File: config.mk
export PLATFORM = sky130hd
export DESIGN_NAME = y_stream_capture_flat
export DESIGN_NICKNAME = d
export VERILOG_FILES = /design/src/rtl/y_stream_capture_if.sv /design/src/rtl/y_stream_capture.sv /design/src/flat_wrapper.sv
export SDC_FILE = /design/constraint.sdc
export NUM_CORES = 1
export LEC_CHECK = 0
export CORE_ASPECT_RATIO = 1.75
export CORE_MARGIN = 5
export CORE_UTILIZATION = 46
export DETAILED_ROUTE_END_ITERATION = 7
export PLACE_DENSITY_LB_ADDON = 0.15
export SLEW_MARGIN = 20
export SYNTH_ARGS = -nofsm -noshare
export SYNTH_HDL_FRONTEND = slang
export SYNTH_SLANG_ARGS = --single-unit
File: constraint.sdc
create_clock -name clk -period 1.77 [get_ports clk]
set_clock_uncertainty 0.1 [all_clocks]
set_input_delay 0.354 -clock clk [delete_from_list [all_inputs] [get_ports clk]]
set_output_delay 0.354 -clock clk [all_outputs]
set_load 0.03 [all_outputs]
File: src/rtl/y_stream_capture_if.sv
// rtl/y_stream_capture_if.sv - assembled-word valid/ready handshake bundle (word_parity with Y_CAPTURE_PARITY_EN)
interface y_stream_capture_if #(
    parameter int WIDTH = 8
);
    logic [WIDTH-1:0] word_out;
    logic             word_valid;
    logic             word_ready;
`ifdef Y_CAPTURE_PARITY_EN
    logic             word_parity;
`endif

    modport master (
        input  word_ready,
        output word_out,
        output word_valid
`ifdef Y_CAPTURE_PARITY_EN
        , output word_parity
`endif
    );

    modport slave (
        output word_ready,
        input  word_out,
        input  word_valid
`ifdef Y_CAPTURE_PARITY_EN
        , input word_parity
`endif
    );
endinterface

File: src/rtl/y_stream_capture.sv
// rtl/y_stream_capture.sv - serial y capture: MSB-first word packing, rise counter, pattern match
// Optional word_parity output when Y_CAPTURE_PARITY_EN is defined.
module y_stream_capture #(
    parameter int WIDTH = 8,
    parameter int CNT_W = 16
) (
    input  logic                 clk,
    input  logic                 reset,
    input  logic                 y_in,
    input  logic                 en,
    input  logic [WIDTH-1:0]     pattern,
    y_stream_capture_if.master   word_if,
    output logic                 overflow,
    output logic                 match,
    output logic [CNT_W-1:0]     rise_count
);
    localparam int CW = $clog2(WIDTH);
    localparam int FW = $clog2(WIDTH + 1);
    localparam logic [CW-1:0] LAST = CW'(WIDTH - 1);
    localparam logic [FW-1:0] FULL = FW'(WIDTH);

    typedef enum logic {IDLE, SHIFT} state_t;

    state_t           state;
    state_t           state_nx;
    logic [WIDTH-1:0] shreg;
    logic [WIDTH-1:0] window;
    logic [CW-1:0]    bit_cnt;
    logic [FW-1:0]    fill_cnt;
    logic             prev_bit;
    logic [WIDTH-1:0] word_q;
    logic             valid_q;

    logic [WIDTH-1:0] word_c;
    logic [WIDTH-1:0] window_nx;
    logic [FW-1:0]    fill_nx;
    logic             complete;
    logic             load;
    logic             consume;
    logic             drop;
    logic             rise;

    always_ff @(posedge clk) begin
        if (!reset) begin
            state <= IDLE;
        end else begin
            state <= state_nx;
        end
    end

    always_comb begin
        state_nx = state;
        case (state)
            IDLE:    if (en) state_nx = SHIFT;
            SHIFT:   if (complete) state_nx = IDLE;
            default: state_nx = IDLE;
        endcase
    end

    // A word completes only from SHIFT; WIDTH >= 2 keeps the first sample in IDLE.
    always_comb begin
        word_c    = {shreg[WIDTH-2:0], y_in};
        complete  = en && (state == SHIFT) && (bit_cnt == LAST);
        consume   = valid_q && word_if.word_ready;
        load      = complete && (!valid_q || word_if.word_ready);
        drop      = complete && valid_q && !word_if.word_ready;
        rise      = en && !prev_bit && y_in;
        window_nx = {window[WIDTH-2:0], y_in};
        fill_nx   = (fill_cnt == FULL) ? fill_cnt : fill_cnt + 1'b1;
    end

    always_ff @(posedge clk) begin
        if (!reset) begin
            shreg      <= '0;
            bit_cnt    <= '0;
            prev_bit   <= 1'b0;
            window     <= '0;
            fill_cnt   <= '0;
            word_q     <= '0;
            valid_q    <= 1'b0;
            overflow   <= 1'b0;
            match      <= 1'b0;
            rise_count <= '0;
        end else begin
            if (en) begin
                shreg    <= word_c;
                bit_cnt  <= complete ? '0 : bit_cnt + 1'b1;
                prev_bit <= y_in;
                window   <= window_nx;
                fill_cnt <= fill_nx;
            end
            match <= en && (fill_nx == FULL) && (window_nx == pattern);
            if (load) begin
                word_q  <= word_c;
                valid_q <= 1'b1;
            end else if (consume && !complete) begin
                valid_q <= 1'b0;
            end
            if (drop) begin
                overflow <= 1'b1;
            end
            if (rise && (rise_count != {CNT_W{1'b1}})) begin
                rise_count <= rise_count + 1'b1;
            end
        end
    end

    assign word_if.word_out   = word_q;
    assign word_if.word_valid = valid_q;

`ifdef Y_CAPTURE_PARITY_EN
    logic parity_q;

    always_ff @(posedge clk) begin
        if (!reset) begin
            parity_q <= 1'b0;
        end else if (load) begin
            parity_q <= ^word_c;
        end
    end

    assign word_if.word_parity = parity_q;
`endif
endmodule

File: src/flat_wrapper.sv
// flat-port wrapper written by rule: the top's interface ports become plain ports
module y_stream_capture_flat 
#(
    parameter int WIDTH = 8,
    parameter int CNT_W = 16
)
  (clk, reset, y_in, en, pattern, overflow, match, rise_count, word_if_word_ready, word_if_word_out, word_if_word_valid);
  y_stream_capture_if #(.WIDTH(WIDTH)) word_if_i ();
  input  logic clk;
  input  logic reset;
  input  logic y_in;
  input  logic en;
  input  logic [WIDTH-1:0] pattern;
  output logic overflow;
  output logic match;
  output logic [CNT_W-1:0] rise_count;
  input wire logic [$bits(word_if_i.word_ready)-1:0] word_if_word_ready;
  output wire logic [$bits(word_if_i.word_out)-1:0] word_if_word_out;
  output wire logic [$bits(word_if_i.word_valid)-1:0] word_if_word_valid;
  assign word_if_i.word_ready = word_if_word_ready;
  assign word_if_word_out = word_if_i.word_out;
  assign word_if_word_valid = word_if_i.word_valid;
  y_stream_capture #(.WIDTH(WIDTH), .CNT_W(CNT_W)) u_core (.clk(clk), .reset(reset), .y_in(y_in), .en(en), .pattern(pattern), .word_if(word_if_i), .overflow(overflow), .match(match), .rise_count(rise_count));
endmodule
### Word-level counts from Yosys, hierarchy flattened

Cells that the tools add are included.

* $add $sub $neg: 3
* equality and inequality tests: 5
* multiplexer cells: 7
* bitwise operators: 1
* reduce and logical (&&, ||, !) cells: 18

Operator list (number)
* 16-bit by 1-bit adder with 16-bit output, second input constant: 1
* 16-bit != test, second input constant: 1
* 1-bit logical AND: 12
* 4-bit equality test, second input constant: 2
* 8-bit equality test: 1
* 4-bit by 1-bit adder with 4-bit output, second input constant: 1
* 1-bit zero test: 4
* 1-bit two-way mux: 4
* 4-bit two-way mux: 1
* 3-bit by 1-bit adder with 3-bit output, second input constant: 1
* 3-bit equality test, second input constant: 1
* 3-bit two-way mux: 1
* 1-bit case mux with 2 select lines: 1
* 2-bit nonzero test: 1
* 1-bit logical OR: 1
* 1-bit inverter: 1

* bits in registers: 50
* input port bits: 13
* output and inout bits: 27
* word-level logic and storage cells: 45

### Depth between registers and ports, before layout

* depth after elaboration: 6
* gate-level depth with buffers: 7
* depth with buffers taken out: 6

### Worst setup path after synthesis

No wires, ideal clock.

* kind: flip-flop to flip-flop
* from: reg u_core.rise_count[8]
* to: reg u_core.rise_count[12]
* library setup time: 119 ps
* data arrival time: 1802 ps
* required time: 1551 ps
* slack: -250 ps
* stages on the path, launching flop included: 5
* path buffers: 0
* cells stage by stage: dfxtp_1 > nand4_2 > or3_4 > or4_4 > mux2i_1

* word-level cells in the longest chain between the ends: 2
* elaborated cells between the ends (all ways): 3
* those cells by class: 1 x add/sub; 1 x eq/ne; 1 x reduce/logical

Ends and longest elaborated chain
* start: declaration: line y_stream_capture.sv:15 `output logic [CNT_W-1:0] rise_count`
* start signal: assignment: line y_stream_capture.sv:103 `rise_count <= rise_count + 1'b1;`
* parallel branches: the longest is 2 deep, another holds 16-bit by 1-bit adder with 16-bit output

Several ways; the timed one is not identified.
A chain may end at the register's enable or synchronous reset.

### Worst setup path after layout

* from: reg u_core.rise_count[5]
* to: reg u_core.rise_count[12]

The elaborated chain is that of the path after synthesis.

==> impl_metrics.py <==
metrics = {
    "outcome": {
        "outcome": "finished, final reports clean",
    },
    "worst_setup_path": {
        "path_cells": "nand4_4 -> or3_4 -> or4_4 -> mux2i_1",
        "cp_num_buf_inv": 0,
        "cp-startpoint": "u_core.rise_count[5]$_SDFFE_PN0P_",
        "crit_path_end_kind": "register",
        "r2r_start": "u_core.rise_count[5]$_SDFFE_PN0P_",
        "path_class": "reg2reg",
        "cpMaxStageDelayCell": "or4_4",
        "required_ps": 1860,
        "worstPathArrival_ps": 1830,
        "path_delay_family": "simple AND/OR/NAND/NOR gates",
        "critPathLaunchType": "register",
        "cp_slowest_stage_delay_ps": 520,
        "path_max_fanout": 4,
    },
    "worst_hold_path": {
        "hold_path.class": "reg2reg",
        "min-delay-start": "u_core.bit_cnt[2]$_SDFFE_PN0P_",
    },
    "synth": {
        "synthXorXnorAreaFrac_pct": 4.849,
        "synthDistinctLibCells": 37,
        "synth-compound-area-share_pct": 10.01,
        "synth_top_family_by_area": "simple AND/OR/NAND/NOR gates",
        "synth_edf_count": 0,
        "yosysSeqAreaShare_pct": 42.32,
        "synthSimpleGateAreaFrac_pct": 25.82,
        "synth_nets": 236,
        "synth.area.mux_share_pct": 10.58,
        "ys_ff_latch": 42,
        "synth_top_area_share_pct": 42.32,
        "yosys_warnings": 0,
        "synth_area_leaders": "dfxtp_1 (42%), mux2i_1 (11%), nor2_1 (4.5%)",
        "ys.flop_type": "dfxtp_1",
        "yosys.area.top_type": "dfxtp_1",
        "synth_fa_ha_area_share_pct": 3.149,
        "synth_area_sq_mm": 0.001987,
        "ys_async_sr_fraction_pct": 0,
        "yosysMostFrequentCell": "dfxtp_1",
        "avgSynthCellArea_sq_um": 9.114,
        "ys_top_cells_by_count": "dfxtp_1 (42), nor2_1 (24), mux2i_1 (21)",
        "syn_inst": 218,
    },
    "timing": {
        "max_freq_ghz": 0.5752,
        "worst_pin_slew_ps": 407.5,
        "drv_slew": 0,
        "finalWorstPathRequiredPeriod_ps": 1738,
        "whs_ps": 380.5,
        "finalHoldViolCount": 0,
        "setup-violations-final": 0,
        "rsz0062_at_grt": "yes",
        "fin_crit_sh_pct": 98.22,
        "fin_setup_tns_ps": 0,
        "max_slew_margin_pct": 72.58,
    },
    "power_and_ir_drop": {
        "p_seq_share_pct": 53.0,
        "p_per_area_mw_per_mm2": 652.8,
        "p_switching_uw": 426.5,
        "power_frac_comb_pct": 8.7,
        "irDropWorstVdd_v": 0.0006188,
        "p_int_mw": 1.388,
        "p_total_mw": 1.815,
        "p_leak_nw": 1.208,
        "clkPwrFrac_pct": 38.4,
        "swShare_pct": 23.50,
    },
    "job": {
        "cap_violations": 0,
    },
    "place": {
        "gp_routability_congestion": 0.8206,
        "dpl.hpwl_um": 3394,
        "postPlaceCellArea_sq_mm": 0.002644,
        "io_buffers": 39,
    },
    "cells_and_area": {
        "fillers": 347,
        "final_area_sq_mm": 0.002780,
        "area_growth_pct": 39.92,
        "fin_nets": 302,
        "postLayoutCoreUtil_pct": 66.99,
        "antennaDiodeCount": 0,
        "drive_gt1_share_pct": 22.46,
    },
    "routing": {
        "vias_per_cell": 5.416,
        "ant_nets": 0,
        "wirelength_um": 4608,
        "num_vias": 1809,
        "drtIter0Drc": 28,
        "wire_per_inst_um": 13.80,
        "drt_pass1_iterations": 4,
        "drcViolationCount": 0,
    },
    "floorplanning": {
        "coreArea_sq_mm": 0.004150,
        "row_count": 31,
        "ios": 40,
        "start_util_pct": 47.87,
        "die_w_um": 59.68,
        "die_h_um": 96.94,
        "dieArea_sq_mm": 0.005785,
    },
    "cts": {
        "cts_sinks": 42,
        "cts_hold_buffers": 0,
        "clk_pin_slew_worst_paths_ps": 80,
        "cts_tree": "built",
        "cts_root_buf": "clkbuf_8",
        "cts_buffers": 5,
        "htreeDepth": 2,
        "clock_latency_ps": 300,
        "ctsLongestPathBuffers": 2,
    },
    "grt": {
        "grt_pass1_vias": 1744,
        "grt_max_degree": 37,
        "grt_pass1_wl_um": 7721,
        "track_usage_pct": 16.86,
        "gr-total-overflow": 0,
        "antenna_found_initial": 0,
    },
}
-- per-stage QoR --
stage / setup slack (ps) / std cells
6_report: 31.53 / 334
5_1_grt: -4.368 / 334
4_1_cts: 4.775 / 331
3_5_place_dp: -434.2 / 322
3_3_place_gp: -399.4 / 322
2_1_floorplan: -34.12 / 218
-- cells in the final DEF (no fill, tap or decap), types with 7 or more instances in the layout --
cell type,Yosys,final
a21oi_1,16,16
nor2_1,24,24
xnor2_1,9,9
nand2b_1,8,8
mux2i_1,21,21
dfxtp_1,42,27
o21ai_0,7,7
dlygate4sd2_1,0,26
nand3_1,9,8
dfxtp_4,0,8
clkdlybuf4s50_1,0,10
buf_4,0,29
nand2_1,13,12
dfxtp_2,0,7
-- timing repair --
| action | in CTS | in global routing |
|---|---|---|
| pin swaps | 2 | 1 |
| buffers inserted | 1 | 3 |
| setup endpoints to repair | 43 | 10 |
| gates resized for setup | 31 | 5 |
-- tightest hold or removal path, delay by kind of cell, from the launching register on --
family | cells | cell delay, ps
AO/OA/AOI/OAI | 1 | 50
AND/OR/NAND/NOR | 1 | 60
flip-flops | 1 | 320
-- power by group through the flow --
stage               Clock [mW]  Combinational [mW]  Sequential, mW
detailed placement           0               0.157           0.985
finish                   0.697               0.157           0.961
CTS                      0.720               0.159           0.963
global placement             0               0.155           0.984
global route             0.760               0.174           0.963
floorplan                    0              0.0804           0.988
-- path summary, 6_finish.rpt --
path,end,slack (ps),cells after the start
setup / recovery,u_core.rise_count[12]$_SDFFE_PN0P_,30,4
hold / removal,u_core.bit_cnt[2]$_SDFFE_PN0P_,380,2
setup reg to reg,u_core.rise_count[12]$_SDFFE_PN0P_,30,4
hold reg to reg,u_core.bit_cnt[2]$_SDFFE_PN0P_,380,2
-- routing by layer --
layer | vias up | GRT usage [%] | part of all wire (%)
met4 | 0 | 7.679 | 2.6
li1 | 914 | - | -
met5 | - | 0 | 0
met2 | 39 | 30.17 | 55
met1 | 846 | 17.13 | 37
met3 | 10 | 4.527 | 4.5
-- layout make-up --
class	count	area, sq um	share of cell area, %
multi-input combinational	159	1106	39.78
sequential	42	879.6	31.64
timing repair buffer	69	603.1	21.69
inverter	7	26.28	0.9451
clock inverter	2	10.01	0.3600
tap	49	61.31	2.205
clock buffer	6	93.84	3.375
-- registers in the layout, summed over array words and instances, names as in the netlist, 3 cells and up --
| signal | flops |
|---|---|
| u_core.word_if.word_out | 8 |
| u_core.rise_count | 16 |
| u_core.window | 7 |
| u_core.fill_cnt | 4 |
| u_core.bit_cnt | 3 |
-- cells by family (layout without fill, tap and decap cells) --
group	count (synthesis)	in the layout
XOR/XNOR	11	11
multiplexers	21	21
flip-flops	42	42
buffers and inverters	17	84
AO/OA/AOI/OAI	34	34
AND/OR/NAND/NOR	88	88
adder cells (fa/ha/maj)	5	5
(Power assumes the default switching activity.)
